==> config.mk <==
export PLATFORM = sky130hd
export DESIGN_NAME = afu_pll_ctrl
export DESIGN_NICKNAME = d
export VERILOG_FILES = /design/src/rtl/afu_pll_ctrl_pkg.sv /design/src/rtl/afu_sync2.sv /design/src/rtl/afu_pll_ctrl.sv
export SDC_FILE = /design/constraint.sdc
export NUM_CORES = 1
export LEC_CHECK = 0
export ABC_CLOCK_PERIOD_IN_PS = 3200
export CAP_MARGIN = 25
export CORE_UTILIZATION = 45
export DETAILED_ROUTE_END_ITERATION = 8
export HOLD_SLACK_MARGIN = 0.06
export PLACE_DENSITY_LB_ADDON = 0.12
export SYNTH_ARGS = -nofsm -noshare
export SYNTH_HDL_FRONTEND = slang
export SYNTH_SLANG_ARGS = --single-unit
==> constraint.sdc <==
create_clock -name clk -period 3.2 [get_ports clk]
set_input_delay 0.32 -clock clk [delete_from_list [all_inputs] [get_ports clk]]
set_output_delay 0.32 -clock clk [all_outputs]
set_load 0.01 [all_outputs]
==> src/rtl/afu_pll_ctrl_pkg.sv <==
// Shared types for the AFU PLL lock supervisor: FSM state encoding and sizing helpers.
package afu_pll_ctrl_pkg;

  typedef enum logic [2:0] {
    ST_RESET_PLL = 3'd0,
    ST_WAIT_LOCK = 3'd1,
    ST_STABILIZE = 3'd2,
    ST_RUN       = 3'd3,
    ST_FAIL      = 3'd4
  } pll_ctrl_state_t;

  localparam int LOSS_CNT_W = 8;

  function automatic int max3(input int a, input int b, input int c);
    int m;
    m = (a > b) ? a : b;
    return (m > c) ? m : c;
  endfunction

endpackage

==> src/rtl/afu_sync2.sv <==
// Two-flop synchronizer for a single asynchronous level into the clk domain.
module afu_sync2 (
  input  logic clk,
  input  logic resetb,
  input  logic d,
  output logic q
);

  logic sync_p0;
  logic sync_p1;

  always_ff @(posedge clk or negedge resetb) begin
    if (!resetb) begin
      sync_p0 <= 1'b0;
      sync_p1 <= 1'b0;
    end else begin
      sync_p0 <= d;
      sync_p1 <= sync_p0;
    end
  end

  assign q = sync_p1;

endmodule

==> src/rtl/afu_pll_ctrl.sv <==
// PLL lock supervisor: pulses PLL reset, waits for lock with bounded retries,
// qualifies lock stability, then releases the AFU reset; re-sequences on loss or request.
module afu_pll_ctrl
  import afu_pll_ctrl_pkg::*;
#(
  parameter int RST_CYCLES    = 16,
  parameter int LOCK_TIMEOUT  = 4096,
  parameter int STABLE_CYCLES = 256,
  parameter int MAX_RETRIES   = 3
) (
  input  logic                               clk,
  input  logic                               resetb,
  input  logic                               pll_locked,
  input  logic                               relock_req,
  output logic                               pll_rst,
  output logic                               afu_resetb,
  output logic                               ready,
  output logic                               fail,
  output logic [$clog2(MAX_RETRIES+1)-1:0]   retry_cnt,
  output logic [LOSS_CNT_W-1:0]              lock_loss_cnt
);

  localparam int RETRY_W = $clog2(MAX_RETRIES + 1);
  localparam int TIMER_W = $clog2(max3(RST_CYCLES, LOCK_TIMEOUT, STABLE_CYCLES));

  localparam logic [TIMER_W-1:0] RST_LAST    = TIMER_W'(RST_CYCLES - 1);
  localparam logic [TIMER_W-1:0] TIMEOUT_LAST = TIMER_W'(LOCK_TIMEOUT - 1);
  localparam logic [TIMER_W-1:0] STABLE_LAST = TIMER_W'(STABLE_CYCLES - 1);
  localparam logic [RETRY_W-1:0] RETRY_MAX   = RETRY_W'(MAX_RETRIES);

  pll_ctrl_state_t          state, state_nxt;
  logic [TIMER_W-1:0]       timer, timer_nxt;
  logic [RETRY_W-1:0]       retry_nxt;
  logic [LOSS_CNT_W-1:0]    loss_nxt;
  logic                     lock_s;

  afu_sync2 u_lock_sync (
    .clk    (clk),
    .resetb (resetb),
    .d      (pll_locked),
    .q      (lock_s)
  );

  always_ff @(posedge clk or negedge resetb) begin
    if (!resetb) begin
      state         <= ST_RESET_PLL;
      timer         <= '0;
      retry_cnt     <= '0;
      lock_loss_cnt <= '0;
      pll_rst       <= 1'b1;
      afu_resetb    <= 1'b0;
      ready         <= 1'b0;
      fail          <= 1'b0;
    end else begin
      state         <= state_nxt;
      timer         <= timer_nxt;
      retry_cnt     <= retry_nxt;
      lock_loss_cnt <= loss_nxt;
      // Outputs are decoded from the next state so they move on the transition edge.
      pll_rst       <= (state_nxt == ST_RESET_PLL) || (state_nxt == ST_FAIL);
      afu_resetb    <= (state_nxt == ST_RUN);
      ready         <= (state_nxt == ST_RUN);
      fail          <= (state_nxt == ST_FAIL);
    end
  end

  always_comb begin
    state_nxt = state;
    timer_nxt = timer + TIMER_W'(1);
    retry_nxt = retry_cnt;
    loss_nxt  = lock_loss_cnt;
    unique case (state)
      ST_RESET_PLL: begin
        if (timer == RST_LAST) state_nxt = ST_WAIT_LOCK;
      end
      ST_WAIT_LOCK: begin
        if (lock_s) begin
          state_nxt = ST_STABILIZE;
        end else if (timer == TIMEOUT_LAST) begin
          if (retry_cnt == RETRY_MAX) begin
            state_nxt = ST_FAIL;
          end else begin
            retry_nxt = retry_cnt + RETRY_W'(1);
            state_nxt = ST_RESET_PLL;
          end
        end
      end
      ST_STABILIZE: begin
        if (!lock_s) state_nxt = ST_WAIT_LOCK;
        else if (timer == STABLE_LAST) state_nxt = ST_RUN;
      end
      ST_RUN: begin
        // Lock loss takes priority over a coincident software request.
        if (!lock_s) begin
          if (lock_loss_cnt != '1) loss_nxt = lock_loss_cnt + LOSS_CNT_W'(1);
          retry_nxt = '0;
          state_nxt = ST_RESET_PLL;
        end else if (relock_req) begin
          retry_nxt = '0;
          state_nxt = ST_RESET_PLL;
        end
      end
      ST_FAIL: begin
        if (relock_req) begin
          retry_nxt = '0;
          state_nxt = ST_RESET_PLL;
        end
      end
      default: state_nxt = ST_RESET_PLL;
    endcase
    if (state_nxt != state) timer_nxt = '0;
  end

endmodule

==> results.yml <==
route:
  drt-total-wl_mm: 3.15
  postRouteAntennaNets: 0
  viasPerCell: 5.55
  drc: 0
  first_pass_iters: 4
  initialDrtViolationCount: 118
  wl_per_cell_microns: 14.7
  vias: 1194
floorplan:
  core.rowCount: 21
  die-area_sq_um: 3910
  die_h_microns: 62.6
  coreArea_sq_um: 3420
  die_w_microns: 62.6
  pin_count: 18
  start_util_pct: 48.3
clock_tree:
  clkTransAtPathRegs_ns: 0.10
  cts_root_buffer: "clkbuf_4"
  ctsResizeCount: 0
  cts_setup_buffers: 0
  clock-sinks: 30
  ctsHoldBuffers: 0
  cts_max_level: 2
  clk_latency_ns: 0.33
  cts_buffers: 5
  clock_path_buffers: 2
  cts_tree: "done"
sta:
  worst_pin_slew_ns: 0.921
  maxSlewViolCount: 0
  min_period_ns: 2.15
  fin_ws_ns: 1.05
  hold_violations: 0
  fin_setup_tns_ns: 0
  setup_viol: 0
  relSlewSlack_pct: 38.6
  rsz0062_at_grt: "false"
  fmax_ghz: 0.466
  clock_skew_ns: 0.0128
  min_period_over_period_pct: 67.1
run_status:
  status: "completed"
global_routing:
  grt_antenna_before_repair: 0
  grt_pass1_vias: 1180
  grt_max_degree: 31
  grt_usage_pct: 18.6
  grt_overflow: 0
  grt_pass1_wl_mm: 5.65
worst_setup_path:
  rr_startpoint: "state[2]$_DFF_PN0_"
  startpoint_type: "flip-flop"
  ff2ff_path_depth: 4
  crit_start: "state[2]$_DFF_PN0_"
  critical_path_arrival_ns: 2.31
  crit_path_max_fanout: 12
  cp.required_ns: 3.36
  worstSetupPathType: "flip-flop to flip-flop"
  rrSetupSlack_ns: 1.05
  endpoint_kind: "flip-flop"
power_and_ir_drop:
  ir_drop_uv: 267
  p_total_mw: 0.868
  p_leak_nw: 0.768
  p_per_area_nw_per_um2: 461
synth:
  synth-adder-area-share_pct: 2.27
  ys_seq_area_share_pct: 45.6
  synth_top_family_by_area: "simple AND/OR/NAND/NOR gates"
  synthMuxAreaShare_pct: 1.36
  synthCells: 150
  yosys.area_share.simple_pct: 23.0
  yosys_warnings: 0
  synth-edff-count: 0
  synth_compound_area_share_pct: 15.3
  netlist_area_sq_um: 1650
  synth_cell_types: 47
  synth_top_flop_cell: "dfrtp_1"
  syn_nets: 157
  synth-seq-cells: 30
  async_reset_ff_share_pct: 100
  synth_area_per_cell_sq_um: 11.0
  synth_xor_area_share_pct: 7.43
layout:
  n_antenna_cell: 0
  syn_to_final_growth_pct: 14.2
  nets: 175
  drive_gt1_share_pct: 14.8
  stdcell_count: 215
run:
  drv_cap: 0
min_path:
  hold_path.class: "primary input to asynchronous set/reset pin"
placement:
  preCtsSetupSlack_ns: 1.03
  gp_congestion: 0.822
  dp_hpwl_mm: 2.28
  io_buffer_count: 17
  placed_cells: 207
[metrics by stage]
| step | util (%) | instance area (sq um) | hold WS [ns] |
|---|---|---|---|
| after floorplan | - | 1650 | 0.0244 |
| after global placement | 53.7 | 1830 | 0.339 |
| after detailed placement | 53.7 | 1830 | 0.337 |
| after CTS | 55.2 | 1880 | 0.370 |
| after global routing | 55.2 | 1880 | 0.382 |
| final | 55.2 | 1880 | 0.361 |
[power by group]
group          internal (mW)  switching (mW)
Combinational         0.0800          0.0867
Clock                 0.0835           0.125
Sequential             0.425          0.0676
Total                  0.589           0.280
[final timing paths]
check	endpoint
min	ready$_DFF_PN0_
min reg2reg	u_lock_sync.q$_DFF_PN0_
max reg2reg	timer[1]$_DFF_PN0_
max	timer[1]$_DFF_PN0_
max in group asynchronous	pll_rst$_DFF_PN1_
min in group clk	u_lock_sync.q$_DFF_PN0_
[flip-flops by register name, indices dropped and copies added, names as in the netlist]
register,flops
fail,1
lock_loss_cnt,8
pll_rst,1
ready,1
retry_cnt,2
state,3
timer,12
u_lock_sync.q,1
u_lock_sync.sync_p0,1
[cells by family after synthesis]
logic type               Yosys count
flip-flops                        30
AND/OR/NAND/NOR                   57
AO/OA/AOI/OAI                     29
adder cells (fa/ha/maj)            3
XOR/XNOR                          14
multiplexers                       2
buffers and inverters             15
[layout make-up]
cell class | count | area (sq um)
clock buffers | 6 | 41.3
clock inverters | 2 | 10.0
fillers | 313 | 1530
inverters | 8 | 30.0
multi-input cells | 105 | 816
flip-flops and latches | 30 | 752
well taps | 46 | 57.6
repair buffers | 18 | 178
[cell usage after synthesis, types with 2 or more instances]
cell type	instances	area share (%)
nand3_1	9	2.7
inv_1	8	1.8
dfrtp_1	29	44
and3_1	4	1.5
nor3_1	4	1.2
buf_4	2	0.91
nand4_1	5	1.9
a21oi_1	7	2.1
xnor2_1	9	4.8
and4_1	2	1.1
nor2b_1	3	1.1
mux2_2	2	1.4
buf_6	2	1.4
a211oi_1	8	3.6
nor4_1	2	0.76
xor2_1	5	2.7
buf_2	3	0.91
nor2_1	6	1.4
nand2_1	8	1.8
nor2_2	3	1.1
ha_1	3	2.3
[metal layers]
layer	vias to the layer above	share of wire [%]	GRT usage, %
met1	577	48	24.6
met2	23	46	28.4
met4	0	1.6	6.98
li1	589	-	-
met3	5	3.9	5.84
met5	-	0	0
[cells in the final DEF (no fill, tap or decap), types with 2 or more instances in the layout]
cell,n
clkdlybuf4s50_1,17
mux2_2,2
clkbuf_4,5
nor4_1,2
dfrtp_1,29
and3_1,4
clkinv_2,2
nand2_1,8
nor3_1,4
nor2_1,6
and4_1,2
inv_1,8
nor2b_1,3
xnor2_1,9
nand3_1,9
a21oi_1,7
a211oi_1,8
nand4_1,5
nor2_2,3
ha_1,3
xor2_1,5
[critical path, cell delays in order (launching register included)]
cell	delay [ns]
dfrtp_1	0.54
nor4b_4	0.48
nand2_2	0.11
o32ai_2	0.76
a211oi_1	0.10
(Power assumes the default switching activity.)
==> patch 1: new RTL, same settings <==
Register the output `retry_cnt` once more; this adds one clock of latency there. The other outputs are not delayed to match.
--- a/src/rtl/afu_pll_ctrl.sv
+++ b/src/rtl/afu_pll_ctrl.sv
@@ -28,6 +28,8 @@
   localparam logic [TIMER_W-1:0] STABLE_LAST = TIMER_W'(STABLE_CYCLES - 1);
   localparam logic [RETRY_W-1:0] RETRY_MAX   = RETRY_W'(MAX_RETRIES);
 
+  logic [$clog2(MAX_RETRIES+1)-1:0] retry_cnt_s0;
+
   pll_ctrl_state_t          state, state_nxt;
   logic [TIMER_W-1:0]       timer, timer_nxt;
   logic [RETRY_W-1:0]       retry_nxt;
@@ -45,7 +47,7 @@
     if (!resetb) begin
       state         <= ST_RESET_PLL;
       timer         <= '0;
-      retry_cnt     <= '0;
+      retry_cnt_s0  <= '0;
       lock_loss_cnt <= '0;
       pll_rst       <= 1'b1;
       afu_resetb    <= 1'b0;
@@ -54,7 +56,7 @@
     end else begin
       state         <= state_nxt;
       timer         <= timer_nxt;
-      retry_cnt     <= retry_nxt;
+      retry_cnt_s0  <= retry_nxt;
       lock_loss_cnt <= loss_nxt;
       // Outputs are decoded from the next state so they move on the transition edge.
       pll_rst       <= (state_nxt == ST_RESET_PLL) || (state_nxt == ST_FAIL);
@@ -67,7 +69,7 @@
   always_comb begin
     state_nxt = state;
     timer_nxt = timer + TIMER_W'(1);
-    retry_nxt = retry_cnt;
+    retry_nxt = retry_cnt_s0;
     loss_nxt  = lock_loss_cnt;
     unique case (state)
       ST_RESET_PLL: begin
@@ -77,10 +79,10 @@
         if (lock_s) begin
           state_nxt = ST_STABILIZE;
         end else if (timer == TIMEOUT_LAST) begin
-          if (retry_cnt == RETRY_MAX) begin
+          if (retry_cnt_s0 == RETRY_MAX) begin
             state_nxt = ST_FAIL;
           end else begin
-            retry_nxt = retry_cnt + RETRY_W'(1);
+            retry_nxt = retry_cnt_s0 + RETRY_W'(1);
             state_nxt = ST_RESET_PLL;
           end
         end
@@ -111,5 +113,9 @@
     if (state_nxt != state) timer_nxt = '0;
   end
 
+  always_ff @(posedge clk) begin
+    retry_cnt <= retry_cnt_s0;
+  end
+
 endmodule
 
Check against the original RTL: same outputs for any inputs over 10 cycles, from zero or initial values and one cycle with resetb low; that may be too few to reach the edited logic, so the function may still have changed.
==> patch 1 against the original RTL <==
Worst setup slack got worse by 0.033 ns. Synthesized area about the same. Count of clock-buffer cells in the layout increased by 1. Final cell count increased by 0.47%. Die area about the same. Routed wire length decreased by 8.5%. Final area unchanged. First-iteration DRC count decreased by 19%. Sequential cell count increased by 2. Total power increased by 3.0%. Synthesized cell count increased by 0.67%. Critical path depth increased by 1.
==> patch 1: results (changes against the original RTL) <==
* Crit path largest cell delay at 0.83 ns (+0.07 ns)
* Placed wire-length estimate at 2040 um (-10%)
* Drt first-iter violations at 96 (-19%)
* DR vias at 1178 (-1.3%)
* Top flop regs: timer x12, lock_loss_cnt x8, state x3
* Setup slack at placement at 1.03 ns (-0.00166 ns)
* Root Driver: clkbuf_4
* Peak supply drop at 0.277 mV (+3.8%)
* Area delta synth->final at 14.1% (about the same)
* Non-filler cells, final at 216 (+0.47%)
* Top-area cell type share of the netlist area at 43.9% (about the same)
* Ys async rst share at 93.8% (-6.3 points)
* Vias in the first global route at 1131 (-4.2%)
* Post-CTS setup buffer count at 0 (unchanged)
* Post-cts sizing count at 0 (unchanged)
* Pint at 615 uW (+4.5%)
* Routability congestion estimate at 0.792 (-3.8%)
* Crit-path leading delay family: compound AO/OA/AOI/OAI gates
* Fillers at 288 (-8.0%)
* Share of layout cells above drive strength 1 at 13.5% (-1.3 points)
* Critical Path Slowest Stage Cell: o32ai_2
* Synth unique cells at 42 (-11%)
* Final Skew at 0.00424 ns (-0.00855 ns)
* Data arrival, critical path at 2.33 ns (+0.02 ns)
* Global Route Usage Sum at 16.5% (-2.1 points)
* Static leakage at 0.000775 uW (+0.99%)
* Syn Nets at 158 (+0.64%)
* Largest net degree at the start of global routing at 31 (unchanged)
* First drt pass iteration count at 5 (+1)
* Status: finished clean
* Diodes inserted at 0 (unchanged)
* Worst skew pair latency at 0.32 ns
* DRT Wirelength at 2880 um (-8.5%)
* Final slew viol count at 0 (unchanged)
* Gate Count Post-Synth at 151 (+0.67%)
* Post-Place Cell Area at 0.00183 mm^2 (about the same)
* Synth warn at 0 (unchanged)
* Top cells by count, synth: dfrtp_1 (29), nand3_1 (12), a211oi_1 (8), xnor2_1 (8), xor2_1 (8)
* I/O Buffers at 17 (unchanged)
* First-pass GRT wire length at 5030 um (-11%)
* Top FF cell, synth: dfrtp_1
* Clk pin slew, worst setup/hold paths at 0.09 ns
* CP max FO at 12 (unchanged)
* H-tree depth at 2 (unchanged)
* Sequential element share of the synthesized area at 48.0% (+2.4 points)
* Synth top area cells: dfrtp_1 (44%), xnor2_1 (4.2%), xor2_1 (4.2%), nand3_1 (3.6%), a211oi_1 (3.6%)
* CTS Buf Count at 5 (unchanged)
* Placed Cells at 208 (+0.48%)
* Min-delay worst type: register to register
* Nets@finish at 176 (+0.57%)
* Initial antenna violation count at 0 (unchanged)
* Actual slew at the worst max-slew pin at 0.921 ns (-0.000733 ns)
* Clk buf depth at 2 (unchanged)
[patch 1: changes by cell type in the layout (fill, tap and decap cells not counted), moves of 2 or more]
cell / delta
xor2_1: +3
nand3_1: +3
nor3_1: +3
dfxtp_1: +2
[patch 1: kinds of logic (layout without fill, tap and decap cells)]
logic type,Yosys count,count (layout),synth area share (%)
flops,32,32,48.0
xor+xnor,16,16,8.49
buf+inv,14,33,4.77
fa+ha+maj,3,3,2.27
mux,2,2,1.36
simple gates,59,59,21.4
compound gates,25,25,13.7
[patch 1: area by class of cell]
type,count,area share (%)
clock inverters,1,0.266
well taps,46,3.05
inverters,7,1.39
clock buffers,7,2.39
multi-input cells,105,41.4
flip-flops and latches,32,42.0
repair buffers,18,9.43
[patch 1: routing by layer]
layer  wire length, um  part of all wire, %  global-route usage (%)  vias to the layer above
li1                  -                    -                       -                      583
met3                95                  3.3                    4.01                        5
met2              1410                   49                    26.9                       24
met5                 0                    0                       0                        -
met4                45                  1.6                    6.98                        0
met1              1340                   46                    20.7                      566
[patch 1: path summary, 6_finish.rpt]
| kind | from | end | slack, ns | cells after the start |
|---|---|---|---|---|
| setup reg to reg | timer[0] | timer[4] | 1.02 | 5 |
| setup / recovery | timer[0] | timer[4] | 1.02 | 5 |
| max in group asynchronous | resetb | pll_rst | 2.51 | 2 |
| hold reg to reg | u_lock_sync.sync_p0 | u_lock_sync.q | 0.36 | 0 |
| min in group asynchronous | resetb | u_lock_sync.q | 0.38 | 2 |
| hold / removal | u_lock_sync.sync_p0 | u_lock_sync.q | 0.36 | 0 |
[patch 1: power by group through the flow]
stage          sequential (uW)  combinational, uW  clock, uW
6_report                   519                166        210
5_1_grt                    530                191        233
3_3_place_gp               520                163          0
3_5_place_dp               524                165          0
4_1_cts                    517                167        218
2_1_floorplan              499                150          0
==> patch 2: new RTL, same flow settings <==
Made on the original files. `STABLE_CYCLES`: 256 -> 128.
--- a/src/rtl/afu_pll_ctrl.sv
+++ b/src/rtl/afu_pll_ctrl.sv
@@ -5,7 +5,7 @@
 #(
   parameter int RST_CYCLES    = 16,
   parameter int LOCK_TIMEOUT  = 4096,
-  parameter int STABLE_CYCLES = 256,
+  parameter int STABLE_CYCLES = 128,
   parameter int MAX_RETRIES   = 3
 ) (
   input  logic                               clk,
Function: same outputs for any inputs over 10 cycles, from zero or initial values and one cycle with resetb low; that may be too few to reach the edited logic, so the function may still have changed.
==> patch 2 against the original RTL <==
Worst setup slack improved by 0.11 ns. Sequential share of layout area increased by 1.4 points. Hold slack got worse by 0.0017 ns. Non-clock buffer count unchanged. Final area decreased by 3.3%. Routed wire length is 3.2% lower. Synthesized area down 4.4%. Sequential cell count is the same. Highest routed layer unchanged.
Power is not compared: it rests on default switching activity, and its combinational part moved more than twofold at a synthesized area within 25%.
==> patch 2: results (changes against the original RTL) <==
* Mux share of post-synthesis cell area at 1.43% (+0.063 points)
* Sequential element share of the synthesized area at 47.7% (+2.1 points)
* Synth top area cells: dfrtp_1 (46%), xnor2_1 (5.0%), xor2_1 (4.4%), nand3_1 (3.8%), a211oi_1 (3.8%)
* Met3 wire len at 107 um (-12%)
* Non-filler cells, final at 217 (+0.93%)
* Placed Cells at 209 (+0.97%)
* Top cells by count, synth: dfrtp_1 (29), nor2_1 (13), nand3_1 (12)
* Metal-1 WL at 1410 um (-7.3%)
* DRT Wirelength at 3050 um (-3.2%)
* Non-clk buf share at 9.75% (+0.32 points)
* Final clock-cell share at 2.82% (+0.093 points)
* First-pass GRT wire length at 5030 um (-11%)
* Share of layout cells above drive strength 1 at 11.1% (-3.7 points)
* Global Route Usage Sum at 18.4% (-0.16 points)
* Nets@finish at 177 (+1.1%)
* Avg Inst Size Synth at 10.4 um^2 (-5.7%)
* Met1 Usage GRT at 22.5% (-2.1 points)
* CP max FO at 11 (-1)
* Crit-path leading delay family: simple AND/OR/NAND/NOR gates
* Synth unique cells at 44 (-6.4%)
* Data arrival, critical path at 2.25 ns (-0.06 ns)
* Area delta synth->final at 15.5%
* Post-Synth XOR/XNOR Area at 9.44% (+2.0 points)
* DR vias/cell at 5.54 (-0.26%)
* Final Skew at 0.0169 ns (+0.00411 ns)
* Initial antenna violation count at 0 (unchanged)
* Synth Area in Compound Gates at 13.0% (-2.3 points)
* Vias in the first global route at 1148 (-2.7%)
* Placed wire-length estimate at 2160 um (-5.1%)
* Syn Nets at 159 (+1.3%)
* Critical Path Slowest Stage Cell: or3_4
* Crit path largest cell delay at 0.46 ns (-0.30 ns)
* M2 GR Usage at 30.7% (+2.3 points)
* Setup slack at placement at 1.15 ns (+0.120 ns)
* Status: finished clean
* Actual slew at the worst max-slew pin at 0.604 ns (-0.317 ns)
* Multi-In Gates at 109 (+3.8%)
* Wire length on met2 at 1490 um (+2.5%)
* H-tree depth at 2 (unchanged)
* Min-delay worst type: register to register
* Fillers at 306 (-2.2%)
* Drt first-iter violations at 47 (-60%)
* Post-Place Cell Area at 0.00177 mm^2 (-3.4%)
-- patch 2: changes by cell type in the layout (fill, tap and decap cells not counted), moves of 3 or more --
cell and change:
nor2_2 -3, xor2_1 +3, nor2_1 +7, nor3_1 +4, nand3_1 +3
-- patch 2: worst register-to-register path, cell delays in order, from the launching register on --
cell and delay [ns]:
dfrtp_1 0.39, ha_1 0.23, nand3_1 0.16, or3_4 0.46, a21oi_2 0.44, or2b_1 0.27
-- patch 2: worst paths after layout --
| kind | from | to | slack (ns) | cells past startpoint |
|---|---|---|---|---|
| max | timer[0] | state[0] | 1.16 | 5 |
| min | u_lock_sync.sync_p0 | u_lock_sync.q | 0.36 | 0 |
| max reg2reg | timer[0] | state[0] | 1.16 | 5 |
| min reg2reg | u_lock_sync.sync_p0 | u_lock_sync.q | 0.36 | 0 |
| max in group asynchronous | resetb | pll_rst | 2.51 | 2 |
| min in group asynchronous | resetb | lock_loss_cnt[5] | 0.37 | 2 |
